<file path="config.mk">
export PLATFORM = sky130hd
export DESIGN_NAME = alu4_seq_unit
export DESIGN_NICKNAME = d
export VERILOG_FILES = /design/src/rtl/alu4_pkg.sv /design/src/rtl/alu4_addsub.sv /design/src/rtl/alu4_seq_unit.sv
export SDC_FILE = /design/constraint.sdc
export NUM_CORES = 1
export LEC_CHECK = 0
export CAP_MARGIN = 20
export CORE_MARGIN = 1.5
export CORE_UTILIZATION = 43
export CTS_CLUSTER_DIAMETER = 60
export DETAILED_ROUTE_END_ITERATION = 8
export PLACE_DENSITY = 0.77
export SLEW_MARGIN = 40
export SYNTH_ARGS = -nofsm -noshare
export SYNTH_HDL_FRONTEND = slang
export SYNTH_SLANG_ARGS = --single-unit
export TNS_END_PERCENT = 30
</file>
<file path="constraint.sdc">
create_clock -name clk -period 7.7 [get_ports clk]
set_input_delay 0.77 -clock clk [delete_from_list [all_inputs] [get_ports clk]]
set_output_delay 0.77 -clock clk [all_outputs]
set_load 0.01 [all_outputs]
</file>
<file path="src/rtl/alu4_pkg.sv">
`default_nettype none
// +--------------------------------------------------------------------------+
// | Module   : alu4_pkg                                                      |
// | Purpose  : Shared opcodes, FSM state encoding and default width for the  |
// |            sequential 4-bit ALU front-end.                               |
// | Revision : 1.0 - initial release                                         |
// +--------------------------------------------------------------------------+
package alu4_pkg;

  localparam int DEF_WIDTH = 4;

  localparam logic [2:0] OP_ADD = 3'b000;
  localparam logic [2:0] OP_SUB = 3'b001;
  localparam logic [2:0] OP_NOT = 3'b010;
  localparam logic [2:0] OP_AND = 3'b011;
  localparam logic [2:0] OP_OR  = 3'b100;
  localparam logic [2:0] OP_XOR = 3'b101;
  localparam logic [2:0] OP_INC = 3'b110;
  localparam logic [2:0] OP_MUL = 3'b111;

  typedef enum logic [1:0] {
    IDLE = 2'd0,
    EXEC = 2'd1,
    MUL  = 2'd2,
    DONE = 2'd3
  } state_t;

endpackage
`default_nettype wire

</file>
<file path="src/rtl/alu4_addsub.sv">
`default_nettype none
// +--------------------------------------------------------------------------+
// | Module   : alu4_addsub                                                   |
// | Purpose  : Combinational adder/subtractor shared by ADD, SUB, INC and    |
// |            the multiply accumulate step.                                 |
// | Ports    : a, b   - operands                                             |
// |            sub    - invert b before adding                               |
// |            cin    - carry in                                             |
// |            sum    - low WIDTH bits of a + b' + cin                       |
// |            carry  - bit WIDTH of the internal sum                        |
// |            ovf    - signed two's-complement overflow                     |
// | Revision : 1.0 - initial release                                         |
// +--------------------------------------------------------------------------+
module alu4_addsub #(
  parameter int WIDTH = 4
) (
  input  logic [WIDTH-1:0] a,
  input  logic [WIDTH-1:0] b,
  input  logic             sub,
  input  logic             cin,
  output logic [WIDTH-1:0] sum,
  output logic             carry,
  output logic             ovf
);

  logic [WIDTH-1:0] b_eff;
  logic [WIDTH:0]   full;

  assign b_eff = sub ? ~b : b;
  assign full  = {1'b0, a} + {1'b0, b_eff} + {{WIDTH{1'b0}}, cin};
  assign sum   = full[WIDTH-1:0];
  assign carry = full[WIDTH];
  // Overflow only when both addends share a sign and the result flips it.
  assign ovf   = (a[WIDTH-1] == b_eff[WIDTH-1]) && (sum[WIDTH-1] != a[WIDTH-1]);

endmodule
`default_nettype wire

</file>
<file path="src/rtl/alu4_seq_unit.sv">
`default_nettype none
// +--------------------------------------------------------------------------+
// | Module   : alu4_seq_unit                                                 |
// | Purpose  : Sequential front-end for the 4-bit ALU. Accepts operands and  |
// |            opcode over valid/ready, runs single-cycle ops or a           |
// |            shift-add multiply, and holds registered result and flags     |
// |            until the consumer takes them.                                |
// | Ports    : clk, rst_n (async, active low)                                |
// |            in_valid/in_ready, op, a, b       - request side              |
// |            out_valid/out_ready               - response handshake        |
// |            result, result_hi, carry, zero, ovf, illegal - response data  |
// | Config   : ALU_MUL_EN defined   -> op 111 runs the multiply path         |
// |            ALU_MUL_EN undefined -> op 111 is reported as illegal         |
// | Revision : 1.0 - initial release                                         |
// +--------------------------------------------------------------------------+
module alu4_seq_unit
  import alu4_pkg::*;
#(
  parameter int WIDTH = DEF_WIDTH
) (
  input  logic             clk,
  input  logic             rst_n,
  input  logic             in_valid,
  output logic             in_ready,
  input  logic [2:0]       op,
  input  logic [WIDTH-1:0] a,
  input  logic [WIDTH-1:0] b,
  output logic             out_valid,
  input  logic             out_ready,
  output logic [WIDTH-1:0] result,
  output logic [WIDTH-1:0] result_hi,
  output logic             carry,
  output logic             zero,
  output logic             ovf,
  output logic             illegal
);

  // Counter spans: 0 = load step, 1..WIDTH = multiply iterations,
  // WIDTH+1 = final register step.
  localparam int              CNT_W    = $clog2(WIDTH + 2);
  localparam logic [CNT_W-1:0] CNT_ONE = CNT_W'(1);
`ifdef ALU_MUL_EN
  localparam logic [CNT_W-1:0] MUL_LAST = CNT_W'(WIDTH + 1);
`endif

  state_t           state;
  state_t           state_nxt;
  logic [2:0]       op_q;
  logic [WIDTH-1:0] a_q;
  logic [WIDTH-1:0] b_q;
  logic [CNT_W-1:0] cnt;

  // Shared adder connections
  logic [WIDTH-1:0] as_a;
  logic [WIDTH-1:0] as_b;
  logic             as_sub;
  logic             as_cin;
  logic [WIDTH-1:0] as_sum;
  logic             as_carry;
  logic             as_ovf;

  // Single-cycle op results
  logic [WIDTH-1:0] exec_res;
  logic             exec_carry;
  logic             exec_ovf;
  logic             exec_ill;

`ifdef ALU_MUL_EN
  // Accumulator {acc_hi, acc_lo}; acc_lo starts as the multiplier and fills
  // with product bits as it shifts right.
  logic [WIDTH-1:0] acc_hi;
  logic [WIDTH-1:0] acc_lo;
`endif

  assign in_ready  = (state == IDLE);
  assign out_valid = (state == DONE);

  // ---------------------------------------------------------------- FSM
  always_ff @(posedge clk or negedge rst_n) begin
    if (!rst_n) begin
      state <= IDLE;
    end else begin
      state <= state_nxt;
    end
  end

  always_comb begin
    state_nxt = state;
    case (state)
      IDLE: begin
        if (in_valid) begin
`ifdef ALU_MUL_EN
          state_nxt = (op == OP_MUL) ? MUL : EXEC;
`else
          state_nxt = EXEC;
`endif
        end
      end
      // First EXEC cycle is the load step, second registers the result.
      EXEC: if (cnt != '0) state_nxt = DONE;
`ifdef ALU_MUL_EN
      MUL:  if (cnt == MUL_LAST) state_nxt = DONE;
`endif
      DONE: if (out_ready) state_nxt = IDLE;
      default: state_nxt = IDLE;
    endcase
  end

  // ---------------------------------------------------------- adder mux
  always_comb begin
    as_a   = a_q;
    as_b   = b_q;
    as_sub = 1'b0;
    as_cin = 1'b0;
    case (op_q)
      OP_SUB: begin
        as_sub = 1'b1;
        as_cin = 1'b1;
      end
      OP_INC: begin
        as_b   = '0;
        as_cin = 1'b1;
      end
      default: ;
    endcase
`ifdef ALU_MUL_EN
    // Multiply step: acc_hi += multiplicand when the multiplier LSB is set.
    if (state == MUL) begin
      as_a   = acc_hi;
      as_b   = acc_lo[0] ? a_q : '0;
      as_sub = 1'b0;
      as_cin = 1'b0;
    end
`endif
  end

  alu4_addsub #(
    .WIDTH (WIDTH)
  ) u_addsub (
    .a     (as_a),
    .b     (as_b),
    .sub   (as_sub),
    .cin   (as_cin),
    .sum   (as_sum),
    .carry (as_carry),
    .ovf   (as_ovf)
  );

  // ------------------------------------------------- single-cycle result
  always_comb begin
    exec_res   = '0;
    exec_carry = 1'b0;
    exec_ovf   = 1'b0;
    exec_ill   = 1'b0;
    case (op_q)
      OP_ADD, OP_SUB, OP_INC: begin
        exec_res   = as_sum;
        exec_carry = as_carry;
        exec_ovf   = as_ovf;
      end
      OP_NOT: exec_res = ~a_q;
      OP_AND: exec_res = a_q & b_q;
      OP_OR:  exec_res = a_q | b_q;
      OP_XOR: exec_res = a_q ^ b_q;
      default: begin
`ifndef ALU_MUL_EN
        // Multiply not built: report it and return an all-zero result.
        exec_ill = 1'b1;
`endif
      end
    endcase
  end

  // ------------------------------------------------------- datapath regs
  always_ff @(posedge clk or negedge rst_n) begin
    if (!rst_n) begin
      op_q      <= '0;
      a_q       <= '0;
      b_q       <= '0;
      cnt       <= '0;
      result    <= '0;
      result_hi <= '0;
      carry     <= 1'b0;
      zero      <= 1'b0;
      ovf       <= 1'b0;
      illegal   <= 1'b0;
`ifdef ALU_MUL_EN
      acc_hi    <= '0;
      acc_lo    <= '0;
`endif
    end else begin
      case (state)
        IDLE: begin
          if (in_valid) begin
            op_q <= op;
            a_q  <= a;
            b_q  <= b;
            cnt  <= '0;
          end
        end
        EXEC: begin
          if (cnt == '0) begin
            cnt <= CNT_ONE;
          end else begin
            result    <= exec_res;
            result_hi <= '0;
            carry     <= exec_carry;
            ovf       <= exec_ovf;
            zero      <= (exec_res == '0);
            illegal   <= exec_ill;
          end
        end
`ifdef ALU_MUL_EN
        MUL: begin
          if (cnt == '0) begin
            acc_hi <= '0;
            acc_lo <= b_q;
            cnt    <= CNT_ONE;
          end else if (cnt != MUL_LAST) begin
            // Shift {carry, sum, acc_lo} right by one.
            acc_hi <= {as_carry, as_sum[WIDTH-1:1]};
            acc_lo <= {as_sum[0], acc_lo[WIDTH-1:1]};
            cnt    <= cnt + CNT_ONE;
          end else begin
            result    <= acc_lo;
            result_hi <= acc_hi;
            carry     <= 1'b0;
            ovf       <= 1'b0;
            zero      <= ({acc_hi, acc_lo} == '0);
            illegal   <= 1'b0;
          end
        end
`endif
        default: ;
      endcase
    end
  end

endmodule
`default_nettype wire

</file>
[Word-level counts from Yosys, hierarchy flattened]
Index checks and enable logic that the tools add are counted.
Widths: inputs -> output; s select.
Cells by class
  reduce and logical (&&, ||, !) cells: 14
  multiplexer cells: 15
  bitwise logic cells: 6
  equality and inequality tests: 14
  $add $sub $neg: 2
Operators by type and width (number)
  $pmux 4 s5: 1
  $eq 3x3->1 const B: 3
  $mux 4: 2
  $not 4->4: 2
  $reduce_or 7->1: 1
  $eq 3x2->1 const B: 2
  $logic_not 3->1: 2
  $mux 2: 3
  $mux 3: 2
  $ne 2x2->1 const B: 3
  $pmux 2 s3: 1
  $pmux 3 s2: 1
  $reduce_and 3->1: 2
  $add 4x4->5: 1
  $add 5x1->5: 1
  $mux 1: 5
  $and 4x4->4: 1
  $logic_not 4->1: 1
  $or 4x4->4: 1
  $reduce_and 2->1: 2
  $xor 4x4->4: 1
  $eq 3x1->1 const B: 1
  $reduce_bool 3->1: 1
  $reduce_or 3->1: 1
  10 further kinds: 10
Storage, ports and cells
  output and inout port bits: 14
  word-level logic and storage cells: 61
  flip-flop bits (word level): 24

[Logic depth before layout (Yosys ltp)]
Gate-level depths: netlist of run 1.
  word-level depth: 9
  depth in mapped cells: 12

[Cells and area by module]
From an unflattened synthesis of run 1, not the netlist that was laid out.
Unflattened totals
  cell total of the unflattened synthesis: 155
  area total of the unflattened synthesis: 1555.2 µm²
Modules (own cells, without submodules)
  alu4_seq_unit: cells each 133, area an instance 1352.5 µm², seq. area each 550.5 µm², instances 1
  alu4_addsub: cells each 22, area an instance 202.7 µm², seq. area each 0.0 µm², instances 1

[Worst setup path after synthesis of run 1]
OpenSTA, ideal clock, no wires.
  path kind: flip-flop to flip-flop
  from: register op_q[2]
  to: register zero
  data required time: 7570 ps
  path buffers: 1
  stages on the path, launching flop included: 12
  arrival time: 2774 ps
  path slack: 4796 ps
  cells stage by stage: dfrtp_1 buf_4 nor2b_1 and2b_1 a221oi_1 fa_1 inv_1 fa_1 or3b_1 o311a_1 o22ai_1 o41ai_2
On the way
  cells in the longest elaborated chain, start to end: 8
  elaborated cells between the ends (all ways): 18
  those cells by class: add/sub (2); eq/ne (6); mux (5); bitwise (1); reduce/logical (4)
RTL lines
  from (decl): RTL line alu4_seq_unit.sv:48  | logic [2:0] op_q;
  from (signal assigned): RTL line alu4_seq_unit.sv:195  | op_q <= op;
  $eq 3x3->1: RTL line alu4_seq_unit.sv:115, alu4_seq_unit.sv:155
  $mux 4: RTL line alu4_seq_unit.sv:115  | case (op_q)
  $not 4->4: RTL line alu4_addsub.sv:29  | assign b_eff = sub ? ~b : b;
  $mux 4: RTL line alu4_addsub.sv:29
  $add 4x4->5: RTL line alu4_addsub.sv:30  | assign full = {1'b0, a} + {1'b0, b_eff} + {{WIDTH{1'b0}}, cin};
  $add 5x1->5: RTL line alu4_addsub.sv:30
  $pmux 4 s5 *: RTL line alu4_seq_unit.sv:155  | case (op_q)
  $logic_not 4->1 *: RTL line alu4_seq_unit.sv:209  | zero <= (exec_res == '0);
  to (signal assigned): RTL line alu4_seq_unit.sv:209
  to (decl): RTL line alu4_seq_unit.sv:33  | output logic zero,
Mark *: on every way between the ends. The rest lies on a longest branch, timed or not.
A chain may end at the register's enable or synchronous reset.

[Worst setup path in the final report of run 1]
  from: register op_q[0]
  to: register zero
Same word-level chain as after synthesis.

==> results of run 1 <==
-- stage by stage --
step | util | instance area [um2] | std cells
6_report | 0.532 | 1800 | 221
5_1_grt | 0.532 | 1800 | 221
4_1_cts | 0.532 | 1800 | 221
3_5_place_dp | 0.525 | 1780 | 218
3_3_place_gp | 0.526 | 1780 | 218
2_1_floorplan | - | 1560 | 158
-- worst max-delay path, stage by stage, from the launching register on --
cell and delay, ns:
dfrtp_1 0.72, nor2b_1 0.43, and2b_1 0.23, a221oi_1 0.12, fa_1 0.43, inv_1 0.08
fa_1 0.41, or3b_1 0.35, o311a_1 0.14, o22ai_1 0.19, o41ai_2 0.08
-- cells in the final DEF (no fill, tap or decap), types with 2 or more instances in the layout --
cell type        synthesis  final
clkdlybuf4s50_1          0     23
dfrtp_1                 22     22
nand2_1                 14     14
inv_1                   13     13
mux2_2                  11     11
ha_1                    11     11
nor2_1                   9      8
nor2b_1                  6      6
nand2b_1                 5      5
o21ai_0                  4      4
a21oi_1                  4      4
o31ai_1                  4      4
conb_1                   1      4
and2b_1                  3      3
a221oi_1                 3      3
nor2_2                   2      3
clkbuf_4                 0      3
or2b_1                   2      2
nand3_1                  2      2
a311oi_2                 2      2
o311a_1                  2      2
a22o_1                   2      2
a21o_1                   2      2
fa_1                     2      2
-- layout make-up --
class | count | area share
well taps | 46 | 0.0319
repair buffers | 24 | 0.131
flip-flops and latches | 22 | 0.306
clock buffers | 3 | 0.0125
multi-input cells | 113 | 0.492
inverters | 13 | 0.0271
-- layer usage --
metal | GRT usage | up-vias
li1 | - | 573
met1 | 0.182 | 526
met2 | 0.249 | 26
met3 | 0.0216 | 4
met4 | 0.0528 | 0
met5 | 0 | -
-- power groups by stage --
stage	registers, mW	clock network (mW)	logic [mW]
floorplan	0.227	0	0.437
global placement	0.254	0	0.514
detailed placement	0.259	0	0.527
CTS	0.256	0.0532	0.531
global route	0.270	0.0588	0.595
finish	0.256	0.0519	0.525
-- synthesized netlist by cell type (2+ instances only) --
library cell	count
a311oi_2	2
mux2_2	11
o21ai_0	4
buf_4	5
and2b_1	3
nor2_2	2
inv_1	13
nand3_1	2
ha_1	11
a221oi_1	3
o311a_1	2
a21o_1	2
a22o_1	2
o31ai_1	4
buf_2	2
dfrtp_1	22
nand2_1	14
nor2_1	9
nand2b_1	5
or2b_1	2
fa_1	2
a21oi_1	4
nor2b_1	6
-- worst paths after layout --
path / endpoint / slack, ns / cells after the start
max: zero$_DFFE_PN0P_ / 4.41 / 10
min: ovf$_DFFE_PN0P_ / 0.40 / 1
max in group asynchronous: op_q[2]$_DFFE_PN0P_ / 6.97 / 1
min in group clk: result[0]$_DFFE_PN0P_ / 0.50 / 2
min reg2reg: result[0]$_DFFE_PN0P_ / 0.50 / 2
max reg2reg: zero$_DFFE_PN0P_ / 4.41 / 10
-- cells by family (layout without fill, tap and decap cells) --
| logic type | count (synthesis) | after routing | share of synthesized area |
|---|---|---|---|
| xor gates and xnor gates | 2 | 2 | 0.0113 |
| other | 1 | 4 | 0.00242 |
| and+or+nand+nor | 49 | 49 | 0.167 |
| AOI/OAI and AO/OA | 33 | 33 | 0.182 |
| adders and majority gates | 13 | 13 | 0.115 |
| buffers and inverters | 23 | 40 | 0.0815 |
| muxes | 12 | 12 | 0.0864 |
| DFF | 22 | 22 | 0.355 |
-- state kept, by name, summed over array words and instances, names as in the netlist --
signal   flops
zero         1
a_q          4
state        2
result       4
b_q          4
ovf          1
op_q         3
illegal      1
cnt          1
carry        1
==> flow_summary.ini, run 1 <==
[floorplan]
core_region_area_um2 = 3390
initial_utilization = 0.457
die_h_um = 63.0
floorplan.die.width_um = 63.0
design.die.area_um2 = 3970
pin_count = 29
core.rowCount = 21

[clock_tree]
cts_inserted_buffers = 3
cts_max_path_buffers = 2
cts_repair_resize_count = 0
cts-htree-levels = 1
post_cts.repair.setup_buffers = 0
cts_hold_buffers = 0
worst_skew_pair.late_latency_ns = 0.30
clockRootBuffer = clkbuf_4
clk_transition_reported_paths_ns = 0.12
tritoncts = yes
tritoncts_num_sinks = 22

[pwr]
seq_power_share = 0.307
design_power_total_uw = 832
p_comb_frac = 0.630
p_sw_uw = 376
max_ir_drop_vdd_uv = 218
power.clock.fraction = 0.062
power_density_nw_per_um2 = 462
swShare = 0.451
static-leakage-power_nw = 0.822
internal-power_uw = 457

[placement]
io_buffers = 24
dp_hpwl_um = 2100
routabilityCongestion = 0.786
preCtsSetupSlack_ns = 4.42

[global_route]
first_global_vias = 1081
grt_max_degree = 24
wire_length_of_the_first_global_routing_pass_um = 4610
grt_overflow = 0
number_of_antenna_violations_at_the_first_check_in_global_routing = 0
grt_usage = 0.144

[timing]
slew_viols_final = 0
normalized_max_slew_margin = 0.617
timing.final.setup_violations = 0
timing.final.crit_share = 0.427
worstMarginPinSlew_ns = 0.573
setup_repair_after_global_routing_missed_its_margin = no
setup_slack_after_layout_ns = 4.41
hold_ws_ns = 0.405
period_needed_ns = 3.29
total_negative_slack_for_setup_checks_ns = 0
worst_case_clock_skew_ns = 0.00354
fmax_mhz = 304
final-hold-violation-count = 0

[setup_path]
critPathCaptureType = register
timing.rr.start = op_q[0]$_DFFE_PN0P_
worst_setup_path_start_kind = register
timing.critical_path.from = op_q[0]$_DFFE_PN0P_
worstPathMaxFanout = 23
type_of_the_worst_setup_path = register to register
worst-endpoint-required_ns = 7.89
critical_path_arrival_ns = 3.48

[routing]
drt.antenna.violating_nets = 0
drc_errors = 0
met2_wirelength_um = 1250
wl_met1_um = 1300
detailroute.wirelength.met3_um = 111
dr_total_vias = 1129
dr.first_iter.drc_count = 21
wire_per_inst_um = 12.2
drt-vias-per-instance = 5.11
drt-pass1-iter-count = 4
wirelength_um = 2700
routed.top_layer = met4

[logic_synthesis]
async_flop_share = 1.00
ys.flop_type = dfrtp_1
yosys_warnings = 0
synth.ff_latch_count = 22
post-synth-top-area-fraction = 0.355
avgSynthCellArea_um2 = 10.0
syn-instance-count = 155
number_of_distinct_library_cells_after_synthesis = 46
post_synth_instance_area_um2 = 1550
synthDominantAreaCellType = dfrtp_1
number_of_enable_type_register_cells_in_the_synthesized_netlist = 0
synth_seq_area_share = 0.355
top_post_synthesis_cells_by_area = dfrtp_1 (36%), ha_1 (8.9%), mux2_2 (8.0%)

[final_layout]
share_of_final_layout_standard_cells_stronger_than_drive_strength_1 = 0.149
net_count_reported_at_finish = 205
multi_input_area_um2 = 887
syn2layout_area_growth_pct = 16.2
fillCellCount = 298
sequential_cell_area_um2 = 551
diodes_inserted = 0

[job]
cap_violations = 0

[min_path]
hold_path.class = input pin to async pin

[status]
outcome = finished, final reports clean
Power figures use the tool's default switching activity.
==> inputs of run 2 (changes only) <==
==> constraint.sdc (replaced) <==
create_clock -name clk -period 3.28 [get_ports clk]
set_input_delay 0.328 -clock clk [delete_from_list [all_inputs] [get_ports clk]]
set_output_delay 0.328 -clock clk [all_outputs]
set_load 0.01 [all_outputs]
==> run 2 against run 1 <==
Net effect: critical path depth stayed put; clock skew is 0.0017 ns lower; flip-flop and latch count stayed put; worst hold slack better by 0.090 ns; sequential share of layout area is 0.75 points lower; clock power is 140% higher; power is 140% higher; via count is 4.0% higher; non-clock buffer count is 6 higher; utilization is 1.3 points higher.
==> flow_summary.ini, run 2 (synthesis results as in run 1) <==
[min_path]
hold_path.class = register to register

[clock_tree]
cts_inserted_buffers = 3
clk_transition_reported_paths_ns = 0.11
post_cts.repair.setup_buffers = 0
tritoncts = yes
clockRootBuffer = clkbuf_4
cts-htree-levels = 1
cts_max_path_buffers = 2
tritoncts_num_sinks = 22
worst_skew_pair.late_latency_ns = 0.31

[timing]
period_needed_ns = 3.06
timing.final.crit_share = 0.934
worst_case_clock_skew_ns = 0.00186
total_negative_slack_for_setup_checks_ns = 0
final-hold-violation-count = 0
setup_repair_after_global_routing_missed_its_margin = no
fmax_mhz = 326
slew_viols_final = 0
timing.final.setup_violations = 0

[setup_path]
worstPathCellList = nor2b_1 > and2b_1 > or2_2 > fa_1 > inv_1 > fa_1 > or3b_1 > o311a_1 > o22ai_1 > o41ai_2
critPathCaptureType = register
worst_path_most_repeated_cell = fa_1
critical_path_arrival_ns = 3.26
worst-endpoint-required_ns = 3.48
worstPathMaxFanout = 16
type_of_the_worst_setup_path = register to register
worst_path_dominant_cell_family = simple AND/OR/NAND/NOR gates
worst_setup_path_start_kind = register
timing.critical_path.buf_inv = 1
cp_slowest_cell = dfrtp_1
cp_slowest_stage_delay_ns = 0.63

[status]
outcome = finished, final reports clean

[pwr]
p_sw_uw = 905
internal-power_mw = 1.11
max_ir_drop_vdd_uv = 449
design_power_total_mw = 2.02
power_density_nw_per_um2 = 1090
swShare = 0.449
seq_power_share = 0.281
power.clock.fraction = 0.061
p_comb_frac = 0.658
static-leakage-power_nw = 0.851

[routing]
dr_total_vias = 1174
drc_errors = 0
drt.antenna.violating_nets = 0
drt-vias-per-instance = 5.17
wirelength_um = 2780
dr.first_iter.drc_count = 34
drt-pass1-iter-count = 4
wire_per_inst_um = 12.3

[job]
cap_violations = 0

[final_layout]
diodes_inserted = 0
layout.cell_area.non_filler_um2 = 1850
final_common_cell = clkdlybuf4s50_1
syn2layout_area_growth_pct = 19.1
finalCoreUtilization = 0.545
net_count_reported_at_finish = 211
largestRegisters = a_q (4), b_q (4), result (4)
final_cell_mix = clkdlybuf4s50_1 (23), dfrtp_1 (22), nand2_1 (14), inv_1 (13)
final_cell_count_no_fill = 227
share_of_final_layout_standard_cells_stronger_than_drive_strength_1 = 0.166

[placement]
place.detailed.instances = 223
routabilityCongestion = 0.858
placed_cell_area_um2 = 1810
io_buffers = 24
dp_hpwl_um = 2250

[global_route]
number_of_antenna_violations_at_the_first_check_in_global_routing = 0
first_global_vias = 1164
grt_max_degree = 23
grt_overflow = 0
grt_usage = 0.157
wire_length_of_the_first_global_routing_pass_um = 5070

[floorplan]
floorplan.die.width_um = 63.0
core.rowCount = 21
die_h_um = 63.0
pin_count = 29
initial_utilization = 0.457
core_region_area_um2 = 3390
design.die.area_um2 = 3970
==> run 2: tightest hold or removal path, cell delays in order, from the launching register on <==
cell and delay [ns]:
dfrtp_1 0.36, nand2_1 0.07, o41ai_2 0.05
==> run 2: per-stage QoR <==
| stage | setup WS (ns) | hold WS (ns) |
|---|---|---|
| after global routing | 0.102 | 0.523 |
| after global placement | 0.342 | 0.461 |
| after detailed placement | 0.231 | 0.321 |
| after CTS | 0.215 | 0.499 |
| final | 0.217 | 0.495 |
| after floorplan | 0.376 | 0.0324 |
==> run 2: final timing paths <==
kind,slack (ns),cells after the start,end,from
worst max-delay path,0.22,10,zero$_DFFE_PN0P_,op_q[2]$_DFFE_PN0P_
worst min-delay path,0.49,2,zero$_DFFE_PN0P_,zero$_DFFE_PN0P_
worst max register to register,0.22,10,zero$_DFFE_PN0P_,op_q[2]$_DFFE_PN0P_
worst min register to register,0.49,2,zero$_DFFE_PN0P_,zero$_DFFE_PN0P_
max in group asynchronous,2.46,2,op_q[1]$_DFFE_PN0P_,rst_n
min in group asynchronous,0.50,2,ovf$_DFFE_PN0P_,rst_n
==> run 2: timing repair <==
item | CTS | global route
resized for setup | 0 | 0
hold endpoints to repair | 22 | 0
hold buffers | 1 | 0
setup endpoints to repair | 0 | 0
==> run 2: cell type report <==
type,count,area [um2]
multi-input combinational,113,885
inverter,13,48.8
clock buffer,3,22.5
fill,282,1540
sequential,22,551
timing repair buffer,30,283
tap,46,57.6
==> run 2: power by group through the flow <==
| stage | Sequential [mW] | Combinational (mW) | Clock, mW |
|---|---|---|---|
| 2_1_floorplan | 0.534 | 1.02 | 0 |
| 3_3_place_gp | 0.563 | 1.29 | 0 |
| 3_5_place_dp | 0.575 | 1.33 | 0 |
| 4_1_cts | 0.568 | 1.33 | 0.125 |
| 5_1_grt | 0.598 | 1.49 | 0.136 |
| 6_report | 0.567 | 1.33 | 0.123 |
==> run 2: layer usage <==
metal | routed length [um] | vias to the layer above | share of wire | global-route usage
li1 | - | 585 | - | -
met3 | 99 | 5 | 0.036 | 0.0216
met1 | 1300 | 554 | 0.47 | 0.195
met4 | 42 | 0 | 0.015 | 0.0500
met2 | 1340 | 30 | 0.48 | 0.278
met5 | 0 | - | 0 | 0
==> inputs of run 3 (changes only) <==
--- a/config.mk
+++ b/config.mk
@@ -10,7 +10,8 @@
 export CORE_UTILIZATION = 43
 export CTS_CLUSTER_DIAMETER = 60
 export DETAILED_ROUTE_END_ITERATION = 8
-export PLACE_DENSITY = 0.77
+export DONT_BUFFER_PORTS = 1
+export PLACE_DENSITY = 0.67
 export SLEW_MARGIN = 40
 export SYNTH_ARGS = -nofsm -noshare
 export SYNTH_HDL_FRONTEND = slang
==> run 3 against run 2 <==
Net effect: combinational power fell by 11%; sequential power is 3% higher; die area is the same; critical endpoint unchanged.
==> flow_summary.ini, run 3 (synthesis results as in run 1) <==
[status]
outcome = finished, final reports clean

[global_route]
grt_overflow = 0
grt_usage = 0.150
first_global_vias = 1006
number_of_antenna_violations_at_the_first_check_in_global_routing = 0
grt_max_degree = 23
wire_length_of_the_first_global_routing_pass_um = 4810

[setup_path]
worst_path_most_repeated_cell = fa_1
worstPathMaxFanout = 16
cp_slowest_stage_delay_ns = 0.66
timing.rr.start = op_q[2]$_DFFE_PN0P_
cp_slowest_cell = dfrtp_1
timing.critical_path.from = op_q[2]$_DFFE_PN0P_
critical_path_arrival_ns = 3.30
worst_setup_path_start_kind = register
worstPathCellList = nor2b_1 > and2b_1 > or2_2 > fa_1 > inv_1 > fa_1 > or3b_1 > o311a_1 > o22ai_1 > o41ai_2
critPathCaptureType = register
worst-endpoint-required_ns = 3.49
type_of_the_worst_setup_path = register to register

[placement]
io_buffers = 0
place.detailed.instances = 198
routabilityCongestion = 0.825
dp_hpwl_um = 2150
placed_cell_area_um2 = 1570

[final_layout]
syn2layout_area_growth_pct = 5.89
layout.cell_area.non_filler_um2 = 1640
sequential_cell_area_um2 = 551
diodes_inserted = 0
multi_input_area_um2 = 887
final_cell_mix = dfrtp_1 (22), nand2_1 (14), inv_1 (13), mux2_2 (11), ha_1 (11)
final_cell_count_no_fill = 204
fillCellCount = 316
final_common_cell = dfrtp_1
share_of_final_layout_standard_cells_stronger_than_drive_strength_1 = 0.196
largestRegisters = a_q (4), b_q (4), result (4)
net_count_reported_at_finish = 187

[min_path]
hold_path.startpoint = out_ready
hold_path.class = input pin to register

[pwr]
p_sw_uw = 885
max_ir_drop_vdd_uv = 424
p_comb_frac = 0.597
static-leakage-power_nw = 0.772
seq_power_share = 0.296
power.clock.fraction = 0.107
power_density_nw_per_um2 = 1200
internal-power_mw = 1.09
swShare = 0.448

[clock_tree]
cts-htree-levels = 1
clockRootBuffer = clkbuf_4
cts_max_path_buffers = 2
clk_transition_reported_paths_ns = 0.13
cts_inserted_buffers = 3
tritoncts = yes
worst_skew_pair.late_latency_ns = 0.32
post_cts.repair.setup_buffers = 0
tritoncts_num_sinks = 22

[timing]
period_needed_ns = 3.09
slew_viols_final = 0
hold_ws_ns = 0.0864
fmax_mhz = 324
timing.final.crit_share = 0.941
total_negative_slack_for_setup_checks_ns = 0
worst_case_clock_skew_ns = 0.00652
setup_repair_after_global_routing_missed_its_margin = no
worstMarginPinSlew_ns = 0.561
timing.final.setup_violations = 0
normalized_max_slew_margin = 0.626
final-hold-violation-count = 0

[floorplan]
pin_count = 29
floorplan.die.width_um = 63.0
initial_utilization = 0.457
core.rowCount = 21
core_region_area_um2 = 3390
die_h_um = 63.0
design.die.area_um2 = 3970

[routing]
drt-pass1-iter-count = 4
dr_total_vias = 1030
dr.first_iter.drc_count = 41
wire_per_inst_um = 13.6
drt.antenna.violating_nets = 0
drc_errors = 0
drt-vias-per-instance = 5.05
wirelength_um = 2770

[job]
cap_violations = 0
## run 3: cell count changes in the layout (fill, tap and decap cells not counted)
| cell | change |
|---|---|
| bufinv_16 | +1 |
| buf_4 | -1 |
| nor2_1 | -1 |
| nor2_2 | +1 |
| clkdlybuf4s50_1 | -23 |
## run 3: final timing paths
check,end,slack (ns),depth (start not counted)
max,zero$_DFFE_PN0P_,0.19,10
min,state[0]$_DFFE_PN0P_,0.09,1
max reg2reg,zero$_DFFE_PN0P_,0.19,10
min reg2reg,state[0]$_DFFE_PN0P_,0.53,1
max in group asynchronous,op_q[0]$_DFFE_PN0P_,2.43,2
min in group asynchronous,result[1]$_DFFE_PN0P_,0.51,2
## run 3: routing by layer
metal / vias up / track usage / routed length [um]
met3: 4 / 0.0378 / 101
met1: 471 / 0.206 / 1370
li1: 539 / - / -
met4: 0 / 0.0250 / 19
met2: 16 / 0.241 / 1270
met5: - / 0 / 0
## run 3: final cells by class
cell class / instances / area share
multi-input cells: 113 / 0.540
flip-flops and latches: 22 / 0.335
clock inverters: 1 / 0.0183
inverters: 13 / 0.0297
well taps: 46 / 0.0351
clock buffers: 3 / 0.0137
repair buffers: 6 / 0.0274
## run 3: critical path: cells and delay by family, from the launching register on
kind / cells / cell delay [ns]
simple gates: 4 / 1.03
fa+ha+maj: 2 / 0.81
flops: 1 / 0.66
compound gates: 3 / 0.42
buf+inv: 1 / 0.08
## run 3: metrics by stage
| stage | util | power (mW) | setup WS (ns) |
|---|---|---|---|
| 3_5_place_dp | 0.464 | 1.77 | 0.221 |
| 5_1_grt | 0.484 | 2.17 | 0.0494 |
| 4_1_cts | 0.483 | 2.00 | 0.196 |
| 3_3_place_gp | 0.464 | 1.72 | 0.341 |
| 2_1_floorplan | - | 1.56 | 0.376 |
| 6_report | 0.484 | 1.97 | 0.193 |
## run 3: power groups by stage
| stage | Sequential [mW] | Combinational, mW | Clock (mW) |
|---|---|---|---|
| floorplan | 0.534 | 1.02 | 0 |
| global placement | 0.585 | 1.14 | 0 |
| detailed placement | 0.596 | 1.17 | 0 |
| CTS | 0.589 | 1.19 | 0.220 |
| global route | 0.617 | 1.32 | 0.232 |
| finish | 0.585 | 1.18 | 0.212 |
## run 3: repair_timing
action,in CTS,in global routing
hold buffers,1,1
endpoints found under the hold margin,22,22
setup endpoints to repair,0,0
gates resized for setup,0,0
